### config.mk
export PLATFORM = sky130hd
export DESIGN_NAME = riscv_v_csr_file
export DESIGN_NICKNAME = d
export VERILOG_FILES = /design/src/rtl/riscv_v_pkg.sv /design/src/rtl/riscv_v_vtype_check.sv /design/src/rtl/riscv_v_csr_file.sv
export SDC_FILE = /design/constraint.sdc
export NUM_CORES = 1
export LEC_CHECK = 0
export CAP_MARGIN = 25
export CELL_PAD_IN_SITES_DETAIL_PLACEMENT = 2
export CELL_PAD_IN_SITES_GLOBAL_PLACEMENT = 2
export CORE_ASPECT_RATIO = 0.8
export CORE_MARGIN = 10
export CORE_UTILIZATION = 28
export DETAILED_ROUTE_END_ITERATION = 6
export PLACE_DENSITY_LB_ADDON = 0.1
export RECOVER_POWER = 50
export SYNTH_ARGS = -nofsm -noshare
export SYNTH_HDL_FRONTEND = slang
export SYNTH_SLANG_ARGS = --single-unit
### constraint.sdc
create_clock -name i_clk -period 5.9 [get_ports i_clk]
set_clock_uncertainty 0.1 [all_clocks]
set_input_delay 1.77 -clock i_clk [delete_from_list [all_inputs] [get_ports i_clk]]
set_output_delay 1.77 -clock i_clk [all_outputs]
set_load 0.02 [all_outputs]
### src/rtl/riscv_v_pkg.sv
// ---------------------------------------------------------------------------
// riscv_v_pkg
// Shared types and helpers for the vector CSR slice: vtype layout, SEW/LMUL
// encodings, vsstatus.VS encoding, the vsetvl sequencer states and the
// VLMAX helper used by both the legality checker and the CSR file.
// ---------------------------------------------------------------------------
package riscv_v_pkg;

  localparam int XLEN         = 32;
  localparam int VLEN         = 128;
  localparam int ELEN         = 32;
  localparam int VS_FIELD_LSB = 9;

  typedef enum logic [2:0] {
    SEW_8  = 3'd0,
    SEW_16 = 3'd1,
    SEW_32 = 3'd2,
    SEW_64 = 3'd3
  } vsew_e;

  typedef enum logic [2:0] {
    LMUL_1    = 3'd0,
    LMUL_2    = 3'd1,
    LMUL_4    = 3'd2,
    LMUL_8    = 3'd3,
    LMUL_RSVD = 3'd4,
    LMUL_F8   = 3'd5,
    LMUL_F4   = 3'd6,
    LMUL_F2   = 3'd7
  } vlmul_e;

  typedef enum logic [1:0] {
    VS_OFF     = 2'b00,
    VS_INITIAL = 2'b01,
    VS_CLEAN   = 2'b10,
    VS_DIRTY   = 2'b11
  } vs_state_e;

  typedef enum logic [1:0] {
    S_IDLE = 2'd0,
    S_CALC = 2'd1,
    S_RESP = 2'd2
  } vset_state_e;

  typedef struct packed {
    logic              vill;
    logic [XLEN-10:0]  reserved;
    logic              vma;
    logic              vta;
    vsew_e             vsew;
    vlmul_e            vlmul;
  } vtype_t;

  // VLMAX = (VLEN/SEW)*LMUL. Fractional LMUL encodings (5,6,7) divide by
  // 8,4,2, i.e. shift right by (8 - vlmul). Only meaningful for legal vtypes.
  function automatic logic [31:0] vlmax_f(input vtype_t vt, input int unsigned vlen);
    logic [31:0] elems;
    logic [2:0]  lmul;
    elems = vlen >> (32'd3 + 32'(vt.vsew));
    lmul  = vt.vlmul;
    if (lmul[2]) vlmax_f = elems >> (4'd8 - {1'b0, lmul});
    else         vlmax_f = elems << lmul;
  endfunction

endpackage

### src/rtl/riscv_v_vtype_check.sv
// ---------------------------------------------------------------------------
// riscv_v_vtype_check
// Purely combinational vtype legality check.
//   i_vtype  : raw requested vtype
//   o_legal  : 1 when SEW/LMUL are supported and reserved bits are zero
//   o_vtype  : value to store (vill-only when illegal, vill cleared otherwise)
//   o_vlmax  : VLMAX for the requested vtype, 0 when illegal
// ---------------------------------------------------------------------------
module riscv_v_vtype_check
  import riscv_v_pkg::*;
#(
  parameter int XLEN = riscv_v_pkg::XLEN,
  parameter int VLEN = riscv_v_pkg::VLEN,
  parameter int ELEN = riscv_v_pkg::ELEN,
  parameter int VL_W = $clog2(VLEN) + 1
) (
  input  logic [XLEN-1:0] i_vtype,
  output logic            o_legal,
  output logic [XLEN-1:0] o_vtype,
  output logic [VL_W-1:0] o_vlmax
);

  localparam logic [2:0] MAX_VSEW = 3'($clog2(ELEN / 8));

  vtype_t      w_vt;
  logic [2:0]  w_vsew;
  logic [2:0]  w_lmul;
  logic [31:0] w_sewBits;
  logic [31:0] w_fracLimit;

  assign w_vt        = vtype_t'(i_vtype);
  assign w_vsew      = w_vt.vsew;
  assign w_lmul      = w_vt.vlmul;
  assign w_sewBits   = 32'd8 << w_vsew;
  // ELEN*LMUL for fractional LMUL; a fractional group must still hold one element
  assign w_fracLimit = 32'(ELEN) >> (4'd8 - {1'b0, w_lmul});

  // Any single failing condition makes the whole vtype illegal
  always_comb begin
    o_legal = 1'b1;
    if (w_vsew > MAX_VSEW)                   o_legal = 1'b0;
    if (w_lmul == 3'b100)                    o_legal = 1'b0;
    if (w_lmul[2] && (w_sewBits > w_fracLimit)) o_legal = 1'b0;
    if (|w_vt.reserved)                      o_legal = 1'b0;
  end

  assign o_vtype = o_legal ? {1'b0, {(XLEN-9){1'b0}}, i_vtype[7:0]}
                           : {1'b1, {(XLEN-1){1'b0}}};
  assign o_vlmax = o_legal ? VL_W'(vlmax_f(w_vt, VLEN)) : '0;

endmodule

### src/rtl/riscv_v_csr_file.sv
// ---------------------------------------------------------------------------
// riscv_v_csr_file
// Architectural vector CSR state: vsstatus.VS, vtype, vl, vstart, vxrm, vxsat.
//   i_clk / i_rst_n          : clock, asynchronous active-low reset
//   i_ext_csr_data, i_ext_wr_*: CSR write bus from the scalar CSR unit
//   i_vset_* / o_vset_*      : vsetvl{i}/vsetivli request and registered result
//   i_vstart_*, i_vxsat_set  : side-effects from the vector execution units
//   o_*_q, o_vs_state, o_vs_off : current state broadcast to decode/execute
// ---------------------------------------------------------------------------
module riscv_v_csr_file
  import riscv_v_pkg::*;
#(
  parameter int XLEN = riscv_v_pkg::XLEN,
  parameter int VLEN = riscv_v_pkg::VLEN,
  parameter int ELEN = riscv_v_pkg::ELEN,
  parameter int VL_W = $clog2(VLEN) + 1
) (
  input  logic            i_clk,
  input  logic            i_rst_n,
  input  logic [XLEN-1:0] i_ext_csr_data,
  input  logic            i_ext_wr_vsstatus,
  input  logic            i_ext_wr_vtype,
  input  logic            i_ext_wr_vl,
  input  logic            i_ext_wr_vstart,
  input  logic            i_ext_wr_vxrm,
  input  logic            i_ext_wr_vxsat,
  input  logic            i_vset_valid,
  output logic            o_vset_ready,
  input  logic [XLEN-1:0] i_vset_avl,
  input  logic [XLEN-1:0] i_vset_vtype,
  input  logic            i_vset_rs1_x0,
  input  logic            i_vset_rd_x0,
  output logic            o_vset_rsp_valid,
  output logic [XLEN-1:0] o_vset_rsp_vl,
  input  logic            i_vstart_wr,
  input  logic [VL_W-1:0] i_vstart_wdata,
  input  logic            i_vstart_clr,
  input  logic            i_vxsat_set,
  output logic [1:0]      o_vs_state,
  output logic [XLEN-1:0] o_vtype_q,
  output logic [VL_W-1:0] o_vl_q,
  output logic [VL_W-1:0] o_vstart_q,
  output logic [1:0]      o_vxrm_q,
  output logic            o_vxsat_q,
  output logic [VL_W-1:0] o_vlmax_q,
  output logic            o_vs_off
);

  localparam logic [XLEN-1:0] VILL_ONLY = {1'b1, {(XLEN-1){1'b0}}};

  vset_state_e     r_state;
  logic            r_ready;
  logic            r_rspValid;
  logic [XLEN-1:0] r_rspVl;
  logic [XLEN-1:0] r_reqAvl;
  logic [XLEN-1:0] r_reqVtype;
  logic            r_reqRs1X0;
  logic            r_reqRdX0;

  vs_state_e       r_vs;
  logic [XLEN-1:0] r_vtype;
  logic [VL_W-1:0] r_vl;
  logic [VL_W-1:0] r_vstart;
  logic [1:0]      r_vxrm;
  logic            r_vxsat;

  logic            w_extLegal;
  logic [XLEN-1:0] w_extVtype;
  logic [VL_W-1:0] w_extVlmaxUnused;
  logic            w_vsetLegal;
  logic [XLEN-1:0] w_vsetVtype;
  logic [VL_W-1:0] w_vsetVlmax;
  logic [XLEN-1:0] w_setVtype;
  logic [VL_W-1:0] w_setVl;
  logic            w_commit;
  logic            w_dirty;

  riscv_v_vtype_check #(.XLEN(XLEN), .VLEN(VLEN), .ELEN(ELEN), .VL_W(VL_W)) u_extCheck (
    .i_vtype (i_ext_csr_data),
    .o_legal (w_extLegal),
    .o_vtype (w_extVtype),
    .o_vlmax (w_extVlmaxUnused)
  );

  riscv_v_vtype_check #(.XLEN(XLEN), .VLEN(VLEN), .ELEN(ELEN), .VL_W(VL_W)) u_vsetCheck (
    .i_vtype (r_reqVtype),
    .o_legal (w_vsetLegal),
    .o_vtype (w_vsetVtype),
    .o_vlmax (w_vsetVlmax)
  );

  // The latched request is evaluated during CALC and committed on the edge
  // that leaves CALC, the same edge that raises the response pulse.
  assign w_commit = (r_state == S_CALC);

  // New vtype/vl chosen from the AVL source. With rs1=rd=x0 the old vl is kept,
  // but a vtype whose VLMAX cannot hold it is refused by setting vill.
  always_comb begin
    w_setVtype = w_vsetVtype;
    w_setVl    = '0;
    if (!w_vsetLegal) begin
      w_setVl = '0;
    end else if (r_reqRs1X0 && !r_reqRdX0) begin
      w_setVl = w_vsetVlmax;
    end else if (r_reqRs1X0) begin
      if (w_vsetVlmax < r_vl) begin
        w_setVtype = VILL_ONLY;
        w_setVl    = '0;
      end else begin
        w_setVl = r_vl;
      end
    end else if (r_reqAvl < XLEN'(w_vsetVlmax)) begin
      w_setVl = r_reqAvl[VL_W-1:0];
    end else begin
      w_setVl = w_vsetVlmax;
    end
  end

  // The vsetvl sequencer: accept in IDLE, evaluate in CALC, pulse the response
  // in RESP and then return to IDLE, giving one request every three cycles.
  always_ff @(posedge i_clk or negedge i_rst_n) begin
    if (!i_rst_n) begin
      r_state    <= S_IDLE;
      r_ready    <= 1'b1;
      r_rspValid <= 1'b0;
      r_rspVl    <= '0;
      r_reqAvl   <= '0;
      r_reqVtype <= '0;
      r_reqRs1X0 <= 1'b0;
      r_reqRdX0  <= 1'b0;
    end else begin
      case (r_state)
        S_IDLE: begin
          r_rspValid <= 1'b0;
          if (i_vset_valid) begin
            r_reqAvl   <= i_vset_avl;
            r_reqVtype <= i_vset_vtype;
            r_reqRs1X0 <= i_vset_rs1_x0;
            r_reqRdX0  <= i_vset_rd_x0;
            r_ready    <= 1'b0;
            r_state    <= S_CALC;
          end
        end
        S_CALC: begin
          r_rspValid <= 1'b1;
          r_rspVl    <= XLEN'(w_setVl);
          r_state    <= S_RESP;
        end
        S_RESP: begin
          r_rspValid <= 1'b0;
          r_ready    <= 1'b1;
          r_state    <= S_IDLE;
        end
        default: begin
          r_rspValid <= 1'b0;
          r_ready    <= 1'b1;
          r_state    <= S_IDLE;
        end
      endcase
    end
  end

  // Only internal updates that actually land mark the vector state dirty;
  // an external write to the same field same cycle overrides them.
  assign w_dirty = w_commit
                 | ((i_vstart_wr | i_vstart_clr) & ~i_ext_wr_vstart)
                 | (i_vxsat_set & ~i_ext_wr_vxsat);

  // Architectural CSR fields, each with its own priority chain:
  // external write, then vsetvl commit, then execution-unit side-effects.
  always_ff @(posedge i_clk or negedge i_rst_n) begin
    if (!i_rst_n) begin
      r_vs     <= VS_INITIAL;
      r_vtype  <= VILL_ONLY;
      r_vl     <= '0;
      r_vstart <= '0;
      r_vxrm   <= '0;
      r_vxsat  <= 1'b0;
    end else begin
      if (i_ext_wr_vtype)   r_vtype <= w_extVtype;
      else if (w_commit)    r_vtype <= w_setVtype;

      if (i_ext_wr_vl)                       r_vl <= i_ext_csr_data[VL_W-1:0];
      else if (i_ext_wr_vtype && !w_extLegal) r_vl <= '0;
      else if (w_commit)                     r_vl <= w_setVl;

      if (i_ext_wr_vstart)   r_vstart <= i_ext_csr_data[VL_W-1:0];
      else if (w_commit)     r_vstart <= '0;
      else if (i_vstart_wr)  r_vstart <= i_vstart_wdata;
      else if (i_vstart_clr) r_vstart <= '0;

      if (i_ext_wr_vxrm) r_vxrm <= i_ext_csr_data[1:0];

      if (i_ext_wr_vxsat) r_vxsat <= i_ext_csr_data[0];
      else                r_vxsat <= r_vxsat | i_vxsat_set;

      if (i_ext_wr_vsstatus)
        r_vs <= vs_state_e'(i_ext_csr_data[VS_FIELD_LSB+1:VS_FIELD_LSB]);
      else if (w_dirty && (r_vs != VS_OFF))
        r_vs <= VS_DIRTY;
    end
  end

  assign o_vset_ready     = r_ready;
  assign o_vset_rsp_valid = r_rspValid;
  assign o_vset_rsp_vl    = r_rspVl;
  assign o_vs_state       = r_vs;
  assign o_vtype_q        = r_vtype;
  assign o_vl_q           = r_vl;
  assign o_vstart_q       = r_vstart;
  assign o_vxrm_q         = r_vxrm;
  assign o_vxsat_q        = r_vxsat;
  assign o_vs_off         = (r_vs == VS_OFF);
  // Stored vtypes are always sanitized, so vill clear implies a legal encoding
  assign o_vlmax_q        = r_vtype[XLEN-1] ? '0 : VL_W'(vlmax_f(vtype_t'(r_vtype), VLEN));

endmodule

# Word-level counts from Yosys, hierarchy flattened
# Cells that the tools add are included.
# op_classes
n_mux,40
shifts,10
eq_ne,4
order_cmp,6
bitwise_logic,9
addsub,5
n_reduce_logical,18
# ops
op,n
two-way mux 32 bit,8
two-way mux 8 bit,16
> comparator 32 bit,2
left shift 32 x 3 -> 8 bit,2
left shift 4 x 3 -> 32 bit (first input constant),2
right shift 32 x 4 -> 8 bit,2
right shift 6 x 4 -> 32 bit (first input constant),2
OR reduction 23 bit,2
less-than comparator 32 x 8 -> 1 bit,1
right shift 8 x 32 -> 32 bit (first input constant),1
right shift 8 x 4 -> 32 bit (first input constant),1
subtractor 4 x 3 -> 4 bit (first input constant),3
two-way mux 1 bit,11
adder 2 x 3 -> 4 bit (first input constant),2
less-than comparator 8 bit,1
equality test 3 bit (second input constant),2
> comparator 3 x 2 -> 1 bit (second input constant),2
two-way mux 2 bit,3
nonzero test 2 bit,3
logical AND 1 bit,5
logical NOT 2 bit,2
OR 1 bit,4
case mux 2 bit (2 select lines),1
AND reduction 2 bit,2
other kinds (8),12
# totals
reg_bits,130
inputBits,118
output_inout_bits,96

# Logic depth before layout (Yosys ltp)
# Gate-level depths: netlist of the first run.
# depth
ltp_word,15
depth_mapped,22
ltp_nobuf,19

# Cells and area by module
# From an unflattened synthesis of the first run, not the netlist that was laid out.
# hier_totals
hier_cells,867
hier_area_um2,8293.0
# by_module_without_submodules
module,cells_each,seq_area_each_um2,n_inst,area_each_um2
riscv_v_csr_file,601,3281.9,1,6456.2
riscv_v_vtype_check,133,0.0,2,918.4

# Worst setup path after synthesis of the first run
# No wires, ideal clock.
# synth_path
kind,register to register
from,register r_reqVtype[0]
to,register r_vl[2] (netlist: o_vl_q[2])
setup_slack_ns,0.888
path_stages_with_launch,22
required_ns,5.674
arrival_time_ns,4.787
path_cell_list,dfrtp_1 clkbuf_1 inv_1 ha_1 ha_1 buf_2 a21boi_0 nand2_1 ha_1 a211oi_1 nor2_1 a211oi_2 and4_1 inv_1 ha_1 or4_4 a2111oi_4 nand4_2 nor4_1 nand3_1 a31oi_1 a211oi_1
# synth_via
elab_chain_len,15
# synth_rtl
item,line,source
"start, declared",riscv_v_csr_file.sv:56,logic [XLEN-1:0] r_reqVtype;
"start signal, assigned",riscv_v_csr_file.sv:137,r_reqVtype <= i_vset_vtype;
subtractor 4 x 3 -> 4 bit,"riscv_v_pkg.sv:61, riscv_v_vtype_check.sv:36",
right shift 6 x 4 -> 32 bit,riscv_v_vtype_check.sv:36,"assign w_fracLimit = 32'(ELEN) >> (4'd8 - {1'b0, w_lmul});"
> comparator 32 bit,riscv_v_vtype_check.sv:43,if (w_lmul[2] && (w_sewBits > w_fracLimit)) o_legal = 1'b0;
logical AND 1 bit,riscv_v_vtype_check.sv:43,
two-way mux 1 bit,riscv_v_vtype_check.sv:43,
two-way mux 1 bit,riscv_v_vtype_check.sv:44,if (|w_vt.reserved) o_legal = 1'b0;
two-way mux 8 bit,riscv_v_vtype_check.sv:49,"assign o_vlmax = o_legal ? VL_W'(vlmax_f(w_vt, VLEN)) : '0;"
less-than comparator 32 x 8 -> 1 bit / less-than comparator 8 bit (equally long branches),"riscv_v_csr_file.sv:112, riscv_v_csr_file.sv:106",
"two-way mux 8 bit, on equally long branches","riscv_v_csr_file.sv:112, riscv_v_csr_file.sv:106",
two-way mux 8 bit,riscv_v_csr_file.sv:105,end else if (r_reqRs1X0) begin
two-way mux 8 bit,riscv_v_csr_file.sv:103,end else if (r_reqRs1X0 && !r_reqRdX0) begin
two-way mux 8 bit *,riscv_v_csr_file.sv:101,if (!w_vsetLegal) begin
two-way mux 8 bit *,riscv_v_csr_file.sv:185,else if (w_commit) r_vl <= w_setVl;
two-way mux 8 bit *,riscv_v_csr_file.sv:184,else if (i_ext_wr_vtype && !w_extLegal) r_vl <= '0;
two-way mux 8 bit *,riscv_v_csr_file.sv:183,if (i_ext_wr_vl) r_vl <= i_ext_csr_data[VL_W-1:0];
"end signal, assigned",riscv_v_csr_file.sv:183,
"end signal, assigned",riscv_v_csr_file.sv:185,
"end, declared",riscv_v_csr_file.sv:62,logic [VL_W-1:0] r_vl;
# Mark *: on every way between the ends. The rest lies on a longest branch, timed or not. The select of a mux whose other input is x is not followed.
# A chain may end at the register's enable or synchronous reset.

# Worst setup path in the final report of the first run
# layout_path
from,register r_reqVtype[1]
to,register r_rspVl[0] (netlist: o_vset_rsp_vl[0])
# layout_via
elab_chain_len,12
# layout_rtl
item,line,source
subtractor 4 x 3 -> 4 bit,"riscv_v_pkg.sv:61, riscv_v_vtype_check.sv:36",
right shift 6 x 4 -> 32 bit,riscv_v_vtype_check.sv:36,
> comparator 32 bit,riscv_v_vtype_check.sv:43,
logical AND 1 bit,riscv_v_vtype_check.sv:43,
two-way mux 1 bit,riscv_v_vtype_check.sv:43,
two-way mux 1 bit,riscv_v_vtype_check.sv:44,
two-way mux 8 bit,riscv_v_vtype_check.sv:49,
less-than comparator 32 x 8 -> 1 bit / less-than comparator 8 bit (equally long branches),"riscv_v_csr_file.sv:112, riscv_v_csr_file.sv:106",
"two-way mux 8 bit, on equally long branches","riscv_v_csr_file.sv:112, riscv_v_csr_file.sv:106",
two-way mux 8 bit,riscv_v_csr_file.sv:105,
two-way mux 8 bit,riscv_v_csr_file.sv:103,
two-way mux 8 bit *,riscv_v_csr_file.sv:101,
"end signal, assigned",riscv_v_csr_file.sv:146,r_rspVl <= XLEN'(w_setVl);
"end, declared",riscv_v_csr_file.sv:54,logic [XLEN-1:0] r_rspVl;
# Mark *: on every way between the ends. The rest lies on a longest branch, timed or not.

==> results of run 1 <==
==> area by class of cell <==
cell class | count | area share [%]
Clock buffer | 9 | 2.63
Clock inverter | 7 | 0.877
Inverter | 40 | 1.75
Multi-Input combinational cell | 469 | 38.7
Sequential cell | 107 | 31.3
Tap cell | 306 | 4.47
Timing Repair Buffer | 179 | 20.2
==> worst max-delay path, delay by kind of cell, from the launching register on <==
| kind | cells | cell delay (ns) |
|---|---|---|
| AOI/OAI and AO/OA | 7 | 1.95 |
| adders and majority gates | 4 | 1.02 |
| buffers and inverters | 2 | 0.25 |
| DFF | 1 | 0.37 |
| and+or+nand+nor | 6 | 1.49 |
==> final timing paths <==
check / from / end / depth (start not counted)
worst max-delay path: r_reqVtype[1] / o_vset_rsp_vl[0] / 19
worst min-delay path: o_vset_rsp_vl[2] / o_vset_rsp_vl[2] / 2
worst max register to register: r_reqVtype[1] / o_vset_rsp_vl[0] / 19
worst min register to register: o_vset_rsp_vl[2] / o_vset_rsp_vl[2] / 2
max in group asynchronous: i_rst_n / r_reqVtype[1] / 2
min in group asynchronous: i_rst_n / o_vset_rsp_vl[1] / 1
==> power by group through the flow <==
stage          Clock [W]  Sequential (W)  Combinational (W)
2_1_floorplan          0        0.000964           0.000471
3_3_place_gp           0        0.000999           0.000677
3_5_place_dp           0         0.00101           0.000710
4_1_cts         0.000654        0.000998           0.000713
5_1_grt         0.000678         0.00102           0.000780
6_report        0.000628        0.000996           0.000706
==> Yosys cell counts, types with 7 or more instances <==
cell and instances:
a222oi_1 8, nor3b_1 7, nand2_1 45, nor2_1 33
a32oi_1 8, nand3_1 12, nand2b_1 12, clkbuf_1 25
nor4_1 16, dfrtp_1 104, a211oi_1 9, buf_2 7
a22oi_1 8, buf_4 48, a21oi_1 19, inv_1 39
o31ai_1 9, ha_1 30, nor3_1 17, mux2_2 60
o21ai_0 29
==> routing by layer <==
metal	vias up	part of all wire, %
li1	2587	-
met5	-	0
met4	0	0.74
met2	119	51
met3	12	5.1
met1	2856	43
==> logic make-up (layout without fill, tap and decap cells) <==
logic type / Yosys count / in the layout
and+or+nand+nor: 186 / 186
AOI/OAI and AO/OA: 139 / 139
buffers and inverters: 121 / 235
DFF: 107 / 107
muxes: 61 / 61
adders and majority gates: 30 / 30
xor gates and xnor gates: 6 / 6
other: 1 / 47
==> flip-flops by register name, summed over array words and instances (netlist names), 2 cells and up <==
register	cells
o_vset_rsp_vl	8
o_vtype_q	9
o_vstart_q	8
o_vl_q	8
r_reqVtype	31
o_vs_state	2
r_reqAvl	32
r_state	2
o_vxrm_q	2
==> metrics by stage <==
step	setup slack, ns	total power [W]	util [%]	cells	cell area (µm²)
after detailed placement	0.582	0.00172	36.6	1099	8270
final	0.596	0.00233	37.9	1117	8560
after floorplan	0.888	0.00143	-	697	6640
after CTS	0.522	0.00236	38.0	1115	8570
after global routing	0.137	0.00248	37.9	1117	8560
after global placement	0.789	0.00168	36.6	1099	8270
==> flow_summary.toml, run 1 <==
[grt]
use_met1_pct = 19.4
met3_usage_pct = 3.87
grt.total_usage_pct = 15.9
gr-total-overflow = 0
use_met2_pct = 27.8
grt-busiest-layer = "met2"
grt_pass1_vias = 6415
grt_pass1_wl_mm = 37.2
grt_max_degree = 76
antenna_found_initial = 0

[drt]
wl_per_cell_um = 21.3
drc = 0
antenna_left = 0
vias = 5574
viasPerCell = 4.99
drtPass1Iterations = 6
drt_iter0_drc = 252
drt_wl_total_mm = 23.8

[logic_synthesis]
synth_xor_area_share_pct = 0.813
netlist_instances = 651
syn-cell-area_um2 = 6460
synth_top_family_by_area = "compound AO/OA/AOI/OAI gates"
synthSimpleGateAreaFrac_pct = 15.5
synthArstFlopShare_pct = 100
synth_top_area_cell = "dfrtp_1"
ys_warn_count = 0
synth_fa_ha_area_share_pct = 5.81
synthMuxAreaShare_pct = 10.6
synth-edff-count = 0
avgSynthCellArea_um2 = 9.93
netlist_top_cells_area = "dfrtp_1 40%, mux2_2 10%, ha_1 5.8%"
synth_top_area_share_pct = 40.3
ys_seq_elements = 107
synth-compound-area-share_pct = 15.7
yosysSeqAreaShare_pct = 41.5
ys_types = 70
synth_ff_type = "dfrtp_1"

[outcome]
outcome = "finished with violations"
violations = "capacitance limit, slew limit"

[setup_path]
endpoint_kind = "register"
crit_arrival_ns = 5.43
crit_path_max_fanout = 8
path_cells = "inv_1 -> ha_1 -> ha_1 -> a21boi_0 -> nand2_1 -> ha_1 -> a211oi_1 -> nor2_1 -> a211oi_2 -> and4_1 -> inv_1 -> ha_1 -> or4_4 -> a2111oi_4 -> nand4_2 -> nor2_4 -> a21boi_0 -> a211oi_1 -> o31ai_1"
startpoint_type = "register"
slowest_delay_ns = 0.50
crit_type = "reg -> reg"
regToRegSetupSlack_ns = 0.60
crit_path_top_delay_cell = "or4_4"
crit_path_frequent_cell = "ha_1"
crit_required_ns = 6.03

[clock_tree]
h-tree-depth = 3
cts_num_sinks = 107
clock-root-buffer = "clkbuf_16"
hold_buffers = 0
cts.clk_slew.worst_paths_ns = 0.08
cts_tree = "yes"
cts_buffers = 9
clkLatencyLatePin_ns = 0.36
cts.path.max_buffers = 2
cts_resized = 0
post_cts_buffers = 0

[power]
vdd_drop_max_mv = 0.138
clkPwrFrac_pct = 27.0
p_leak_nw = 3.53
comb_power_share_pct = 30.3
power_frac_seq_pct = 42.7
p_int_w = 0.00151
swShare_pct = 35.4
switchingPower_w = 0.000824
p_per_area_nw_per_um2 = 272

[sta]
worst_pin_slew_ns = 3.13
slew_headroom_pct = -108
slew_violations = 143
tns_ns = 0
max_freq_mhz = 189
setup_violations = 0
period_minus_slack_ns = 5.30
post-route-period-util_pct = 89.9
holdWs_ns = 0.383
hold_viol_final = 0
rsz0062_at_grt = "no"

[final_layout]
seqCellArea_um2 = 2680
syn2layout_area_growth_pct = 32.4
final_cell_mix = "154 x clkdlybuf4s50_1, 104 x dfrtp_1, 60 x mux2_2, 47 x conb_1, 45 x nand2_1"
n_antenna_cell = 0
nFillCells = 2487
nNetsFinal = 954
layout_commonest_cell = "clkdlybuf4s50_1"
drive_above_1_share_pct = 12.6
multi_input_area_um2 = 3310

[floorplan]
start_util_pct = 28.6
die_h_um = 156
die_w_um = 190
pin_count = 214
core_um2 = 22600
rows = 49
die_area_um2 = 29600

[placement]
hpwlAfterDp_mm = 18.8
port_buffers = 164
gp_congestion = 0.799

[job]
cap_violations = 2

[min_path]
hold_class = "reg -> reg"
Note: power is estimated with default switching activity, not from simulation.
==> inputs of run 2 (changes only) <==
--- a/config.mk
+++ b/config.mk
@@ -5,7 +5,7 @@
 export SDC_FILE = /design/constraint.sdc
 export NUM_CORES = 1
 export LEC_CHECK = 0
-export CAP_MARGIN = 25
+export CAP_MARGIN = 20
 export CELL_PAD_IN_SITES_DETAIL_PLACEMENT = 2
 export CELL_PAD_IN_SITES_GLOBAL_PLACEMENT = 2
 export CORE_ASPECT_RATIO = 0.8
@@ -14,6 +14,7 @@
 export DETAILED_ROUTE_END_ITERATION = 6
 export PLACE_DENSITY_LB_ADDON = 0.1
 export RECOVER_POWER = 50
+export SKIP_CTS_REPAIR_TIMING = 1
 export SYNTH_ARGS = -nofsm -noshare
 export SYNTH_HDL_FRONTEND = slang
 export SYNTH_SLANG_ARGS = --single-unit
==> results of run 2 <==
Final layout, timing and power as in run 1 (identical DEF).
